===== src/rtl/record_arbiter.sv =====
// Purpose: collects single words from NUM_CH recording channels on rising edges of their
//          valid levels and merges them round-robin into one registered output stream.
// Latency: edge seen at cycle n -> pending at n+1 -> outValid at n+2 (no contention).
// Backpressure: outReady=0 stalls the output register; a channel's second word that arrives
//               while its first is still pending is dropped and flagged in overflow.
module record_arbiter #(
    parameter int NUM_CH  = 4,
    parameter int CH_ID_W = 2
) (
    input  logic                  clk,
    input  logic                  reset,
    input  logic                  start,
    input  logic                  stop,
    input  logic [15:0]           wordLimit,
    input  logic [NUM_CH-1:0]     chDataValid,
    input  logic [32*NUM_CH-1:0]  chData,
    output logic [NUM_CH-1:0]     chEnable,
    output logic [31:0]           outData,
    output logic [CH_ID_W-1:0]    outChan,
    output logic                  outValid,
    input  logic                  outReady,
    output logic                  outLast,
    output logic [NUM_CH-1:0]     overflow,
    output logic [15:0]           wordCount,
    output logic                  busy,
    output logic                  done
);

    typedef enum logic [1:0] {
        S_IDLE  = 2'd0,
        S_ARM   = 2'd1,
        S_RUN   = 2'd2,
        S_DRAIN = 2'd3
    } state_t;

    localparam logic [CH_ID_W-1:0] PTR_INIT = CH_ID_W'(NUM_CH - 1);

    state_t               state_q, state_d;
    logic [NUM_CH-1:0]    prev_q;
    logic [NUM_CH-1:0]    pending_q, pending_d;
    logic [NUM_CH-1:0]    overflow_q, overflow_d;
    logic [31:0]          holding_q [NUM_CH];
    logic [15:0]          count_q, count_d;
    logic [31:0]          out_dat_q, out_dat_d;
    logic [CH_ID_W-1:0]   out_chan_q, out_chan_d;
    logic                 out_vld_q, out_vld_d;
    logic                 out_last_q, out_last_d;
    logic [CH_ID_W-1:0]   ptr_q, ptr_d;
    logic                 done_q, done_d;

    // Shared combinational terms
    logic [NUM_CH-1:0]    rise;
    logic [NUM_CH-1:0]    capture;
    logic [NUM_CH-1:0]    cap_ok;
    logic [NUM_CH-1:0]    lost;
    logic [NUM_CH-1:0]    gnt_oh;
    logic [NUM_CH-1:0]    pend_after;
    logic                 active;
    logic                 accept;
    logic                 finish;
    logic                 load_en;
    logic                 gnt_vld;
    logic [CH_ID_W-1:0]   gnt_idx;
    logic [CH_ID_W-1:0]   scan_idx;
    logic [15:0]          cnt_acc;
    logic                 last_lim;
    logic                 draining;
    logic                 last_drain;

    assign rise     = chDataValid & ~prev_q;
    assign active   = (state_q == S_RUN) || (state_q == S_DRAIN);
    assign accept   = out_vld_q & outReady;
    // An accepted word marked last ends the session; nothing follows it.
    assign finish   = accept & out_last_q;
    assign load_en  = active && (!out_vld_q || outReady) && !finish;
    assign capture  = (state_q == S_RUN) ? rise : '0;
    assign gnt_oh   = (gnt_vld && load_en) ? (NUM_CH'(1) << gnt_idx) : '0;
    // A pending channel can take a new word only when its old one leaves this cycle.
    assign cap_ok   = capture & (~pending_q | gnt_oh);
    assign lost     = capture & pending_q & ~gnt_oh;
    assign pend_after = (pending_q & ~gnt_oh) | cap_ok;

    assign cnt_acc  = count_q + {15'd0, (accept && (count_q != 16'hFFFF))};
    // The register holds at most one word, so the loaded word is the (cnt_acc+1)-th accepted.
    assign last_lim = (wordLimit != 16'd0) &&
                      (({1'b0, cnt_acc} + 17'd1) == {1'b0, wordLimit});
    // A stop seen in RUN already counts as draining so the final word is tagged correctly.
    assign draining   = (state_q == S_DRAIN) || ((state_q == S_RUN) && stop);
    assign last_drain = draining && (pend_after == '0);

    // Round-robin search starting just after the last granted channel
    always_comb begin
        gnt_vld  = 1'b0;
        gnt_idx  = '0;
        scan_idx = '0;
        for (int k = 1; k <= NUM_CH; k++) begin
            scan_idx = CH_ID_W'((int'(ptr_q) + k) % NUM_CH);
            if (!gnt_vld && pending_q[scan_idx]) begin
                gnt_vld = 1'b1;
                gnt_idx = scan_idx;
            end
        end
    end

    // Session state machine: next state and done pulse
    always_comb begin
        state_d = state_q;
        case (state_q)
            S_IDLE: begin
                if (start) begin
                    state_d = S_ARM;
                end
            end
            S_ARM: begin
                state_d = stop ? S_DRAIN : S_RUN;
            end
            S_RUN: begin
                if (finish) begin
                    state_d = S_IDLE;
                end else if (stop) begin
                    state_d = S_DRAIN;
                end
            end
            S_DRAIN: begin
                if (finish || (!out_vld_q && (pending_q == '0))) begin
                    state_d = S_IDLE;
                end
            end
            default: state_d = S_IDLE;
        endcase
        done_d = (state_d == S_IDLE) && active;
    end

    // Datapath next-state: pending/overflow bookkeeping, counter and output register
    always_comb begin
        pending_d  = pending_q;
        overflow_d = overflow_q;
        count_d    = count_q;
        out_dat_d  = out_dat_q;
        out_chan_d = out_chan_q;
        out_vld_d  = out_vld_q;
        out_last_d = out_last_q;
        ptr_d      = ptr_q;
        case (state_q)
            S_ARM: begin
                pending_d  = '0;
                overflow_d = '0;
                count_d    = '0;
                out_dat_d  = '0;
                out_chan_d = '0;
                out_vld_d  = 1'b0;
                out_last_d = 1'b0;
                ptr_d      = PTR_INIT;
            end
            S_RUN, S_DRAIN: begin
                count_d    = cnt_acc;
                overflow_d = overflow_q | lost;
                pending_d  = pend_after;
                if (finish) begin
                    pending_d  = '0;
                    out_vld_d  = 1'b0;
                    out_last_d = 1'b0;
                end else if (load_en) begin
                    if (gnt_vld) begin
                        out_vld_d  = 1'b1;
                        out_dat_d  = holding_q[gnt_idx];
                        out_chan_d = gnt_idx;
                        out_last_d = last_lim || last_drain;
                        ptr_d      = gnt_idx;
                    end else begin
                        out_vld_d  = 1'b0;
                        out_last_d = 1'b0;
                    end
                end
            end
            default: begin
                out_vld_d  = 1'b0;
                out_last_d = 1'b0;
            end
        endcase
    end

    // Control and output registers
    always_ff @(posedge clk) begin
        if (reset) begin
            state_q    <= S_IDLE;
            prev_q     <= '0;
            pending_q  <= '0;
            overflow_q <= '0;
            count_q    <= '0;
            out_dat_q  <= '0;
            out_chan_q <= '0;
            out_vld_q  <= 1'b0;
            out_last_q <= 1'b0;
            ptr_q      <= PTR_INIT;
            done_q     <= 1'b0;
        end else begin
            state_q    <= state_d;
            prev_q     <= chDataValid;
            pending_q  <= pending_d;
            overflow_q <= overflow_d;
            count_q    <= count_d;
            out_dat_q  <= out_dat_d;
            out_chan_q <= out_chan_d;
            out_vld_q  <= out_vld_d;
            out_last_q <= out_last_d;
            ptr_q      <= ptr_d;
            done_q     <= done_d;
        end
    end

    // Per-channel holding registers, written only when the new word is accepted
    always_ff @(posedge clk) begin
        for (int i = 0; i < NUM_CH; i++) begin
            if (reset) begin
                holding_q[i] <= '0;
            end else if (cap_ok[i]) begin
                holding_q[i] <= chData[32*i +: 32];
            end
        end
    end

    assign chEnable  = (state_q == S_RUN) ? {NUM_CH{1'b1}} : {NUM_CH{1'b0}};
    assign outData   = out_dat_q;
    assign outChan   = out_chan_q;
    assign outValid  = out_vld_q;
    assign outLast   = out_last_q;
    assign overflow  = overflow_q;
    assign wordCount = count_q;
    assign busy      = (state_q != S_IDLE);
    assign done      = done_q;

endmodule


===== config.mk =====
export PLATFORM = sky130hd
export DESIGN_NAME = record_arbiter
export DESIGN_NICKNAME = d
export VERILOG_FILES = /design/src/rtl/record_arbiter.sv
export SDC_FILE = /design/constraint.sdc
export NUM_CORES = 1
export LEC_CHECK = 0
export ABC_CLOCK_PERIOD_IN_PS = 6450
export BUFFER_PORTS_ARGS = -buffer_cell sky130_fd_sc_hd__buf_2
export CORE_ASPECT_RATIO = 1.4
export CORE_UTILIZATION = 46
export CTS_BUF_LIST = sky130_fd_sc_hd__clkbuf_4
export DETAILED_ROUTE_END_ITERATION = 10
export MAX_ROUTING_LAYER = met4
export PLACE_DENSITY = 0.76
export SYNTH_ARGS = -nofsm -noshare
export SYNTH_HDL_FRONTEND = slang
export SYNTH_SLANG_ARGS = --single-unit

===== constraint.sdc =====
create_clock -name clk -period 6.45 [get_ports clk]
set_clock_uncertainty 0.05 [all_clocks]
set_input_delay 1.29 -clock clk [delete_from_list [all_inputs] [get_ports clk]]
set_output_delay 1.29 -clock clk [all_outputs]
set_load 0.005 [all_outputs]

== Word-level counts from Yosys, hierarchy flattened ==
Memory sizes are Yosys's and may differ from the RTL's.
Cells that the tools add are included.
Storage, ports and cells
  flip-flop bits (word level): 69
  memory bits (writable): 128
  memories kept: 1
Cells by class
  $add $sub $neg: 6
  order comparisons: 4
  equality and inequality tests: 8
  shift-type cells: 1
  muxes and demuxes: 58
  bitwise gates (word level): 18
  reductions and logical operators: 32
Memory list
  holding_q: words 4, bits a word 32, read ports 1, clocked after Yosys merged registers in 0, wr ports 4, RTL line 42  | logic [31:0] holding_q [NUM_CH];
Operators by type and width (number)
  32-bit two-way mux: 7
  32-bit case mux with 2 select lines: 1
  16-bit case mux with 2 select lines: 1
  1-bit two-way mux: 25
  2-bit two-way mux: 11
  4-bit bitwise AND: 5
  16-bit by 1-bit adder with 17-bit output, second input constant: 1
  17-bit by 16-bit equality test with 1-bit output: 1
  16-bit by 1-bit adder with 16-bit output: 1
  4-bit two-way mux: 4
  16-bit inequality test, second input constant: 1
  4-bit case mux with 2 select lines: 2
  16-bit nonzero test: 1
  1-bit logical AND: 12
  2-bit by 3-bit < comparator with 1-bit output, second input constant: 4
  4-bit NOT: 3
  4-bit bitwise OR: 3
  1-bit binary-select mux with 2-bit select: 4
  4-bit zero test: 2
  2-bit case mux with 2 select lines: 2
  2-bit case mux with 4 select lines: 1
  2-bit inequality test, second input constant: 3
  1-bit zero test: 5
  1-bit logical OR: 5
  13 further kinds: 22

== Depth between registers and ports, before layout ==
  word-level depth: 22
  gate-level depth with buffers: 16

== Worst setup path before layout ==
No wires, ideal clock.
  path type: in2reg
  start point: input port outReady
  end point: register out_last_q, in the netlist outLast
  library setup time: 0.116 ns
  arrival: 3.712 ns
  required time: 6.284 ns
  slack: 2.573 ns
  cell stages on the path: 13
  cell sequence: nand2_1 a21oi_1 ha_1 ha_1 buf_2 nand3_4 o32ai_1 o221ai_1 nor3_1 nor2_1 a211oi_1 a311oi_1 a31o_1
Between the ends
  longest elaborated chain between the ends: 13
  elaborated cells on any way between the ends: 23
  classes of those cells: add/sub (2); eq/ne (1); mux (2); bitwise (7); reduce/logical (11)
Ends and longest elaborated chain
  start, declared: RTL line 21  | input logic outReady,
  parallel branches: the longest is 13 deep, another holds 16-bit by 1-bit adder with 17-bit output
  end signal, assigned: RTL line 206  | out_last_q <= out_last_d;
  end, declared: RTL line 47  | logic out_last_q, out_last_d;
Several ways; the timed one is not identified.
A chain may end at the register's enable or synchronous reset.

== Final worst setup path ==
  start point: register count_q[3], in the netlist wordCount[3]
  end point: register out_last_q, in the netlist outLast
Between the ends
  longest elaborated chain between the ends: 8
Ends and longest elaborated chain
  start, declared: RTL line 43  | logic [15:0] count_q, count_d;
  start signal, assigned: RTL line 202  | count_q <= count_d;
  16-bit inequality test: RTL line 83  | assign cnt_acc = count_q + {15'd0, (accept && (count_q != 16'hFFFF))};
  1-bit logical AND: RTL line 83
  16-bit by 1-bit adder with 16-bit output (*): RTL line 83
  16-bit by 1-bit adder with 17-bit output (*): RTL line 86  | (({1'b0, cnt_acc} + 17'd1) == {1'b0, wordLimit});
  17-bit by 16-bit equality test with 1-bit output (*): RTL line 86
  1-bit logical AND (*): RTL line 85  | assign last_lim = (wordLimit != 16'd0) &&
  1-bit logical OR (*): RTL line 168  | out_last_d = last_lim || last_drain;
  1-bit two-way mux (*): RTL line 164  | if (gnt_vld) begin
Every way passes the cells marked *; elsewhere a longest branch is shown, timed or not.

==> impl_metrics.json <==
{
  "status": "complete, no violations",
  "cts_made_buffers": 17,
  "r2r_start": "wordCount[3]$_SDFFE_PP0N_",
  "final-hold-violation-count": 0,
  "final_cell_mix": "buf_2 (214), nand2_1 (152), and2_1 (130)",
  "row_count": 62,
  "drc_errors": 0,
  "area_growth_pct": 15.9,
  "core_area_um2": 20600,
  "reg2reg_depth": 13,
  "cts_buffer_depth": 2,
  "cts_resized": 0,
  "via_per_inst": 5.55,
  "syn_inst": 968,
  "vias": 7805,
  "synth-seq-area-share": 0.541,
  "post-cts-setup-buffers": 0,
  "synth-edff-count": 128,
  "drive_above_1_share": 0.245,
  "htreeDepth": 4,
  "crit_type": "flip-flop to flip-flop",
  "async_reset_ff_frac": 0,
  "critPathMaxFanout": 20,
  "clk_latency_ns": 0.61,
  "max_freq_mhz": 233,
  "yosys.area.top_type": "edfxtp_1",
  "synthTopCellsByArea": "edfxtp_1 (40%), dfxtp_1 (14%), and2_1 (8.4%), nand2_1 (5.9%), a311oi_1 (3.0%)",
  "pre_cts_slack_ns": 1.67,
  "pin_count": 215,
  "die_area_um2": 21600,
  "r2r_end": "outLast$_SDFFE_PP0P_",
  "grt_overflow_total": 0,
  "cts.sinks": 197,
  "drtIter0Drc": 461,
  "vdd_drop_max_mv": 0.145,
  "avgSynthCellArea_um2": 9.98,
  "critical-path-slowest-cell": "dfxtp_1",
  "tightest_slew_ns": 1.20,
  "synth_top_area_share": 0.398,
  "syn_nets": 1124,
  "portBuffers": 214,
  "crit_top_cell": "nor3_1",
  "die_h_um": 173,
  "dp.final_hpwl_um": 16900,
  "final_common_cell": "buf_2",
  "worstHoldPathType": "flip-flop to flip-flop",
  "worstPathArrival_ns": 4.81,
  "p_leak_nw": 4.44,
  "setup_viol": 0,
  "cts_hold_buf": 0,
  "p_per_area_nw_per_um2": 209,
  "antenna_found_initial": 1,
  "end_kind": "flip-flop",
  "min_path_cells": 2,
  "fin_crit_ns": 4.29,
  "start_util": 0.470,
  "cts_root_buf": "clkbuf_4",
  "worst_ep_required_time_ns": 6.97,
  "fill_cells": 1837,
  "synth_area_um2": 9660,
  "wire_per_inst_um": 18.2,
  "ys_seq_elements": 197,
  "routed_wirelength_um": 25600,
  "placedCellCount": 1373,
  "die_w_um": 124,
  "postRouteAntennaNets": 0,
  "hold_start": "outChan[0]$_SDFFE_PP0P_",
  "r2r_setup_slack_ns": 2.16,
  "rsz0062_at_grt": "no",
  "relSlewSlack": 0.200,
  "tns_ns": 0,
  "yosys.cell_types.count": 67,
  "hold_end": "outChan[0]$_SDFFE_PP0P_",
  "crit_buf_inv": 0,
  "synth_ff_type": "edfxtp_1",
  "final_cells": 1406,
  "maxCapViolCount": 0,
  "dr.pass1.iters": 5,
  "crit_chain": "nand2_1 > nor3_1 > a21oi_1 > ha_1 > ha_1 > nand3b_1 > o32ai_1 > o221ai_1 > nor3_1 > o211a_1 > nor3_1 > a311oi_1 > a31o_1",
  "grt_max_degree": 74,
  "nNetsFinal": 1292,
  "grt_pass1_vias": 7662,
  "timing.final.ws_setup_ns": 2.16,
  "ys_warn_count": 0,
  "cts_tree": "done",
  "grt_usage": 0.247,
  "gp_congestion": 0.960,
  "clk_pin_slew_ns": 0.19,
  "start_kind": "flip-flop",
  "grt_pass1_wl_um": 40300,
  "maxSlewViolCount": 0,
  "crit_path_max_incr_delay_ns": 0.80,
  "fin_crit_sh": 0.666,
  "crit_family": "simple AND/OR/NAND/NOR gates"
}
==> where the power goes <==
part	internal, W	switching (W)
registers	0.00139	0.0000155
logic	0.0000817	0.000133
clock network	0.000226	0.000488
==> through the flow <==
stage | instance area (um^2) | util | hold slack (ns) | power, W
6_report | 11200 | 0.545 | 0.470 | 0.00234
5_1_grt | 11200 | 0.545 | 0.495 | 0.00243
4_1_cts | 11200 | 0.544 | 0.472 | 0.00236
3_5_place_dp | 10900 | 0.529 | 0.436 | 0.00165
3_3_place_gp | 10900 | 0.529 | 0.428 | 0.00165
2_1_floorplan | 9660 | - | 0.414 | 0.00155
==> synthesized netlist by cell type (all sizes together), types with 4 or more instances <==
cell and count:
a21o 5, a21oi 22, a22oi 4, a311oi 33, a31oi 34, and2 130
and3 36, buf 21, clkbuf 53, dfxtp 69, edfxtp 128, inv 8
nand2 152, nand2b 19, nand3 18, nand3b 12, nand4 8, nor2 69
nor2b 12, nor3 12, nor3b 8, nor4 8, o211ai 4, o21ai 22
xnor2 20, xor2 10
==> routing by layer <==
metal	routed length, um	vias to the layer above	track usage	part of all wire
met2	13500	277	0.433	0.53
li1	-	3767	-	-
met1	10200	3713	0.283	0.40
met4	782	0	0.105	0.031
met5	0	-	-	0
met3	1090	48	0.0315	0.043
==> final cells by class <==
| type | instances | area (um^2) | area share |
|---|---|---|---|
| Clock inverter | 15 | 195 | 0.0174 |
| Timing Repair Buffer | 223 | 1140 | 0.102 |
| Inverter | 8 | 30.0 | 0.00268 |
| Tap cell | 256 | 320 | 0.0286 |
| Antenna cell | 1 | 2.50 | 0.000224 |
| Clock buffer | 17 | 128 | 0.0114 |
| Multi-Input combinational cell | 689 | 4160 | 0.371 |
| Sequential cell | 197 | 5230 | 0.467 |
==> kinds of logic after synthesis <==
family | synth area share
multiplexers | 0.00441
XOR/XNOR | 0.0280
buffers and inverters | 0.0350
flip-flops | 0.541
AO/OA/AOI/OAI | 0.115
adder cells (fa/ha/maj) | 0.00389
AND/OR/NAND/NOR | 0.273
==> worst reg2reg max path: cells and delay by family, from the launching register on <==
family / cells / cell delay, ns
simple gates: 5 / 1.47
compound gates: 6 / 1.25
flops: 1 / 0.80
fa+ha+maj: 2 / 0.68
==> sequential cells by signal (all words and copies together) (netlist names) <==
signal and count:
holding_q 128, outData 32, wordCount 16, overflow 4, pending_q 4, prev_q 4
outChan 2, ptr_q 2, state_q 2, done 1, outLast 1, outValid 1
==> how the worst max path moves through the flow <==
stage | start | endpoint | cells past startpoint
2_1_floorplan | outReady | outLast$_SDFFE_PP0P_ | 13
3_3_place_gp | outReady | outLast$_SDFFE_PP0P_ | 13
3_5_place_dp | outReady | outLast$_SDFFE_PP0P_ | 13
4_1_cts | wordCount[3]$_SDFFE_PP0N_ | outLast$_SDFFE_PP0P_ | 13
5_1_grt | wordCount[3]$_SDFFE_PP0N_ | outLast$_SDFFE_PP0P_ | 13
6_report | wordCount[3]$_SDFFE_PP0N_ | outLast$_SDFFE_PP0P_ | 13
No activity file was read; power rests on OpenSTA's default activity.
